===== config.mk =====
export PLATFORM = sky130hd
export DESIGN_NAME = display_scan_ctrl
export DESIGN_NICKNAME = d
export VERILOG_FILES = /design/src/rtl/display_pkg.sv /design/src/rtl/scan_prescaler.sv /design/src/rtl/display_scan_ctrl.sv
export SDC_FILE = /design/constraint.sdc
export NUM_CORES = 1
export LEC_CHECK = 0
export ABC_CLOCK_PERIOD_IN_PS = 11300
export BUFFER_PORTS_ARGS = -buffer_cell sky130_fd_sc_hd__buf_2
export CAP_MARGIN = 20
export CORE_MARGIN = 5
export CORE_UTILIZATION = 65
export CTS_BUF_LIST = sky130_fd_sc_hd__clkbuf_8
export CTS_CLUSTER_SIZE = 12
export DETAILED_ROUTE_END_ITERATION = 8
export PLACE_DENSITY = 0.85
export RECOVER_POWER = 100
export SLEW_MARGIN = 0
export SYNTH_ARGS = -nofsm -noshare
export SYNTH_HDL_FRONTEND = slang
export SYNTH_SLANG_ARGS = --single-unit

===== constraint.sdc =====
create_clock -name clk_100MHz -period 11.3 [get_ports clk_100MHz]
set_clock_uncertainty 0.05 [all_clocks]
set_input_delay 1.695 -clock clk_100MHz [delete_from_list [all_inputs] [get_ports clk_100MHz]]
set_output_delay 1.695 -clock clk_100MHz [all_outputs]
set_load 0.01 [all_outputs]

===== src/rtl/display_pkg.sv =====
// Shared types and elaboration helpers for the multiplexed display scanner.
package display_pkg;

  typedef enum logic {
    BLANK = 1'b0,
    SHOW  = 1'b1
  } scan_state_t;

  // Select / counter width, never narrower than one bit.
  function automatic int unsigned sel_width(input int unsigned n);
    return (n <= 1) ? 32'd1 : 32'($clog2(n));
  endfunction

  function automatic int unsigned div_of(input int unsigned clk_hz, input int unsigned refresh_hz);
    return clk_hz / refresh_hz;
  endfunction

endpackage


===== src/rtl/scan_prescaler.sv =====
// Free-running divider producing a one-cycle tick every CLK_HZ/REFRESH_HZ clocks.
module scan_prescaler
  import display_pkg::*;
#(
  parameter int unsigned CLK_HZ     = 100_000_000,
  parameter int unsigned REFRESH_HZ = 400
) (
  input  logic clk_100MHz,
  input  logic rst_n,
  output logic tick
);

  localparam int unsigned DIV = div_of(CLK_HZ, REFRESH_HZ);
  localparam int unsigned CW  = sel_width(DIV);
  localparam logic [CW-1:0] LAST = CW'(DIV - 1);

  logic [CW-1:0] r_cnt;

  always_ff @(posedge clk_100MHz or negedge rst_n) begin
    if (!rst_n) begin
      r_cnt <= '0;
    end else if (tick) begin
      r_cnt <= '0;
    end else begin
      r_cnt <= r_cnt + 1'b1;
    end
  end

  assign tick = (r_cnt == LAST);

endmodule


===== src/rtl/display_scan_ctrl.sv =====
// Multiplexed-display scanner: masked digit stepping, anti-ghost blanking, active-low anodes.
// Optional brightness PWM when SCAN_DIMMING_EN is defined.
module display_scan_ctrl
  import display_pkg::*;
#(
  parameter int unsigned NUM_DIGITS   = 8,
  parameter int unsigned CLK_HZ       = 100_000_000,
  parameter int unsigned REFRESH_HZ   = 400,
  parameter int unsigned BLANK_CYCLES = 1000,
  localparam int unsigned SEL_W       = sel_width(NUM_DIGITS)
) (
  input  logic                  clk_100MHz,
  input  logic                  rst_n,
  input  logic [NUM_DIGITS-1:0] digit_en,
`ifdef SCAN_DIMMING_EN
  input  logic [3:0]            brightness,
`endif
  output logic [SEL_W-1:0]      select,
  output logic [NUM_DIGITS-1:0] anode_n,
  output logic                  frame_start
);

  localparam int unsigned DIV = div_of(CLK_HZ, REFRESH_HZ);
  localparam int unsigned BW  = sel_width(BLANK_CYCLES + 1);
  localparam int unsigned CW  = SEL_W + 1;
  localparam logic [BW-1:0] BLANK_LAST = BW'((BLANK_CYCLES == 0) ? 0 : BLANK_CYCLES - 1);

  if (DIV < 2 || BLANK_CYCLES >= DIV) begin : g_bad_cfg
    $error("display_scan_ctrl: need DIV >= 2 and BLANK_CYCLES < DIV");
  end

  scan_state_t           r_state, w_state_d;
  logic [BW-1:0]         r_blank_cnt, w_blank_cnt_d;
  logic [SEL_W-1:0]      r_select, w_select_d, w_next_sel;
  logic [NUM_DIGITS-1:0] r_anode_n, w_anode_n_d;
  logic                  r_frame_start, w_frame_start_d;
  logic                  w_tick, w_found, w_blank_done, w_pwm_on;

  scan_prescaler #(
    .CLK_HZ     (CLK_HZ),
    .REFRESH_HZ (REFRESH_HZ)
  ) u_prescaler (
    .clk_100MHz (clk_100MHz),
    .rst_n      (rst_n),
    .tick       (w_tick)
  );

`ifdef SCAN_DIMMING_EN
  logic [3:0] r_pwm_cnt, w_pwm_next;
  assign w_pwm_next = r_pwm_cnt + 4'd1;
  // Compare against the count the anode register will be paired with.
  assign w_pwm_on   = (w_pwm_next <= brightness);

  always_ff @(posedge clk_100MHz or negedge rst_n) begin
    if (!rst_n) r_pwm_cnt <= '0;
    else        r_pwm_cnt <= w_pwm_next;
  end
`else
  assign w_pwm_on = 1'b1;
`endif

  // Upward search from select+1; wrapping back onto select itself keeps a lone digit in place.
  always_comb begin
    logic [CW-1:0] cand;
    cand       = '0;
    w_found    = 1'b0;
    w_next_sel = r_select;
    for (int i = 1; i <= int'(NUM_DIGITS); i++) begin
      cand = {1'b0, r_select} + CW'(i);
      if (cand >= CW'(NUM_DIGITS)) cand = cand - CW'(NUM_DIGITS);
      if (!w_found && digit_en[cand[SEL_W-1:0]]) begin
        w_found    = 1'b1;
        w_next_sel = cand[SEL_W-1:0];
      end
    end
  end

  assign w_blank_done = (BLANK_CYCLES == 0) || (r_blank_cnt == BLANK_LAST);

  always_comb begin
    w_state_d       = r_state;
    w_blank_cnt_d   = r_blank_cnt;
    w_select_d      = r_select;
    w_frame_start_d = 1'b0;
    if (w_tick) begin
      w_select_d      = w_next_sel;
      w_state_d       = BLANK;
      w_blank_cnt_d   = '0;
      w_frame_start_d = w_found && (w_next_sel <= r_select);
    end else if (r_state == BLANK) begin
      if (w_blank_done) w_state_d = SHOW;
      else              w_blank_cnt_d = r_blank_cnt + 1'b1;
    end

    w_anode_n_d = '1;
    if (w_state_d == SHOW && digit_en[w_select_d] && w_pwm_on) begin
      w_anode_n_d[w_select_d] = 1'b0;
    end
  end

  always_ff @(posedge clk_100MHz or negedge rst_n) begin
    if (!rst_n) begin
      r_state       <= BLANK;
      r_blank_cnt   <= '0;
      r_select      <= '0;
      r_anode_n     <= '1;
      r_frame_start <= 1'b0;
    end else begin
      r_state       <= w_state_d;
      r_blank_cnt   <= w_blank_cnt_d;
      r_select      <= w_select_d;
      r_anode_n     <= w_anode_n_d;
      r_frame_start <= w_frame_start_d;
    end
  end

  assign select      = r_select;
  assign anode_n     = r_anode_n;
  assign frame_start = r_frame_start;

endmodule


==> impl_metrics.py <==
metrics = {
    "clock_network": {
        "htreeDepth": 2,
        "cts_setup_buffers": 0,
        "max-clock-path-buffers": 2,
        "cts_buffers": 5,
        "clkSinkCount": 41,
        "clk_pin_slew_ns": 0.09,
        "cts.repair.resized": 0,
        "worst_skew_pair.late_latency_ns": 0.30,
        "cts_tree": "done",
        "ctsHoldBuffers": 0,
        "cts-root-buf": "clkbuf_8",
    },
    "grt": {
        "grt_pass1_wl_um": 10480,
        "gr-usage-all-layers": 0.2411,
        "grt_overflow": 0,
        "antenna_found_initial": 0,
        "grt_pass1_vias": 2188,
        "grt_start_max_net_pins": 42,
    },
    "final_layout": {
        "syn_to_final_growth_pct": 5.854,
        "final_area_um2": 2987,
        "final_common_cell": "dfrtp_1",
        "layout-drive-gt1-share": 0.1605,
        "nets": 315,
        "n_antenna_cell": 0,
        "layout_common_cells": "33 x dfrtp_1, 32 x nor2_1, 21 x nand2_1",
        "fill_cells": 331,
    },
    "yosys": {
        "ys_seq_elements": 41,
        "synth_top_area_frac": 0.2927,
        "synthTopCellsByArea": "dfrtp_1 29%, mux4_2 8.8%, dfstp_2 7.5%, xnor2_1 4.7%, mux2i_1 4.3%",
        "synth_edf_count": 0,
        "async_flop_share": 1.000,
        "ys_seq_area_frac": 0.3672,
        "syn-instance-count": 279,
        "yosysWarnings": 0,
        "synth_area_per_cell_um2": 10.11,
        "synth_top_flop_cell": "dfrtp_1",
        "syn_area_um2": 2821,
        "synth_nets": 296,
        "ys_types": 55,
        "synth_top_area_cell": "dfrtp_1",
    },
    "setup_path": {
        "crit_path_end_kind": "register",
        "crit_path_start_kind": "register",
        "critPathRequiredTime_ns": 11.45,
        "path_class": "register to register",
        "worstPathMaxFanout": 19,
        "arrival_ns": 4.83,
        "reg2reg_to": "frame_start$_DFF_PN0_",
        "crit_start": "select[0]$_DFF_PN0_",
        "r2r-start": "select[0]$_DFF_PN0_",
        "r2r_slack_ns": 6.62,
        "worst-r2r-cell-count": 14,
        "crit_end": "frame_start$_DFF_PN0_",
    },
    "drt": {
        "first_iter_violations": 273,
        "antenna_left": 0,
        "drc": 0,
        "routed_wl_um": 6295,
        "vias_per_cell": 6.627,
        "vias": 2326,
        "dr.pass1.iters": 5,
        "wl_per_cell_um": 17.93,
    },
    "timing": {
        "fin_crit_sh": 0.4139,
        "slew_headroom": -0.4136,
        "fmax_ghz": 0.2138,
        "slew_viol_final": 42,
        "setup_viol": 0,
        "rsz0062_at_grt": "false",
        "tns_ns": 0,
        "fin_hold_ws_ns": 0.4507,
        "hold_viol": 0,
        "tightest_slew_ns": 2.120,
        "period_needed_ns": 4.677,
    },
    "place": {
        "io_buffer_count": 21,
        "dp_hpwl_um": 4540,
        "placed_area_um2": 2949,
        "gp_congestion": 0.9472,
    },
    "status": {
        "outcome": "finished with violations",
        "violations": "max-capacitance violations, max-slew violations",
    },
    "die": {
        "start_util": 0.6571,
        "die_h_um": 75.89,
        "die-area_um2": 5759,
        "fp.coreArea_um2": 4294,
        "rows": 24,
        "ios": 22,
        "chipWidth_um": 75.89,
    },
    "power": {
        "p_switching_uw": 67.42,
        "clkPwrFrac": 0.368,
        "p_int_uw": 206.4,
        "power.density_nw_per_um2": 91.67,
        "vdd_drop_max_mv": 0.08415,
        "swShare": 0.2463,
        "p_leak_nw": 1.184,
        "combPwrFrac": 0.096,
        "p_seq_frac": 0.536,
    },
    "flow_run": {
        "drv_cap": 1,
    },
    "worst_hold_path": {
        "hold_start": "u_prescaler.r_cnt[10]$_DFF_PN0_",
        "hp-class": "register to register",
    },
}
[worst min-delay path by stage]
stage	to	slack, ns	cells after the start
final	u_prescaler.r_cnt[10]$_DFF_PN0_	0.45	1
after global routing	u_prescaler.r_cnt[0]$_DFF_PN0_	0.48	1
after CTS	u_prescaler.r_cnt[10]$_DFF_PN0_	0.45	1
after detailed placement	u_prescaler.r_cnt[10]$_DFF_PN0_	0.44	1
after global placement	u_prescaler.r_cnt[0]$_DFF_PN0_	0.42	1
after floorplan	u_prescaler.r_cnt[0]$_DFF_PN0_	0.40	1
[kinds of logic (layout without fill, tap and decap cells)]
family,count (synthesis),after routing,synth area share
muxes,30,30,0.1685
buffers and inverters,19,39,0.03281
DFF,41,41,0.3672
adders and majority gates,7,7,0.03104
and+or+nand+nor,112,112,0.2129
AOI/OAI and AO/OA,44,44,0.1042
xor gates and xnor gates,26,26,0.08337
[sequential cells by signal, summed over array words and instances (netlist names)]
register           flops
anode_n                8
frame_start            1
r_blank_cnt           10
r_state                1
select                 3
u_prescaler.r_cnt     18
[power by group through the flow]
stage | sequential, mW | clock [mW] | combinational, mW
detailed placement | 0.150 | 0 | 0.0263
finish | 0.147 | 0.101 | 0.0264
floorplan | 0.150 | 0 | 0.0163
CTS | 0.147 | 0.102 | 0.0265
global placement | 0.150 | 0 | 0.0253
global route | 0.147 | 0.109 | 0.0292
[synth_stat cells (2+ instances only)]
cell type,instances
nor3_1,3
nor4b_1,4
mux2i_4,2
dfstp_2,8
mux2_2,3
mux2i_1,12
buf_2,5
nand3_1,9
a31oi_1,3
xor2_1,10
and3_1,4
xnor2_1,15
or2_2,2
nor2_1,32
a21oi_1,10
nand2_1,21
a21o_1,3
o21ai_1,3
inv_1,8
o2111ai_1,4
nand2b_1,3
buf_6,2
a41oi_1,2
nand4_1,15
dfrtp_1,33
clkbuf_1,3
nor2b_1,3
mux4_2,11
ha_1,7
or3_1,5
nor3b_1,2
o21ai_0,9
[through the flow]
stage	setup slack [ns]	cells	utilization	total power, mW
final	6.623	351	0.6955	0.2738
after global routing	6.217	351	0.6955	0.2848
after CTS	6.795	351	0.7092	0.2756
after detailed placement	6.715	343	0.6868	0.1759
after global placement	6.820	343	0.6868	0.1748
after floorplan	7.077	279	-	0.1659
[layer usage]
layer / global-route usage / routed length (um) / vias to the layer above
met5: 0 / 0 / -
met4: 0.08350 / 122 / 0
met2: 0.3603 / 2935 / 115
met1: 0.3412 / 2712 / 1128
li1: - / - / 1067
met3: 0.06069 / 525 / 16
[critical path, stage by stage (launching register included)]
cell      delay, ns
dfrtp_1        0.91
inv_1          0.29
ha_1           0.63
mux4_2         0.59
mux2i_1        0.65
nor2_1         0.08
a21oi_1        0.15
a32oi_1        0.07
a21o_1         0.22
a21oi_1        0.13
ha_1           0.26
a21o_1         0.16
a21oi_1        0.15
a31oi_1        0.06
a311oi_1       0.19
[layout make-up]
type                    count  area (um2)  area share
repair buffers             22       92.59     0.03100
inverters                   9       33.78     0.01131
multi-input cells         219        1663      0.5568
clock inverters             2       13.76    0.004608
clock buffers               6       82.58     0.02765
flip-flops and latches     41        1036      0.3469
well taps                  52       65.06     0.02178
Power figures use the tool's default switching activity.
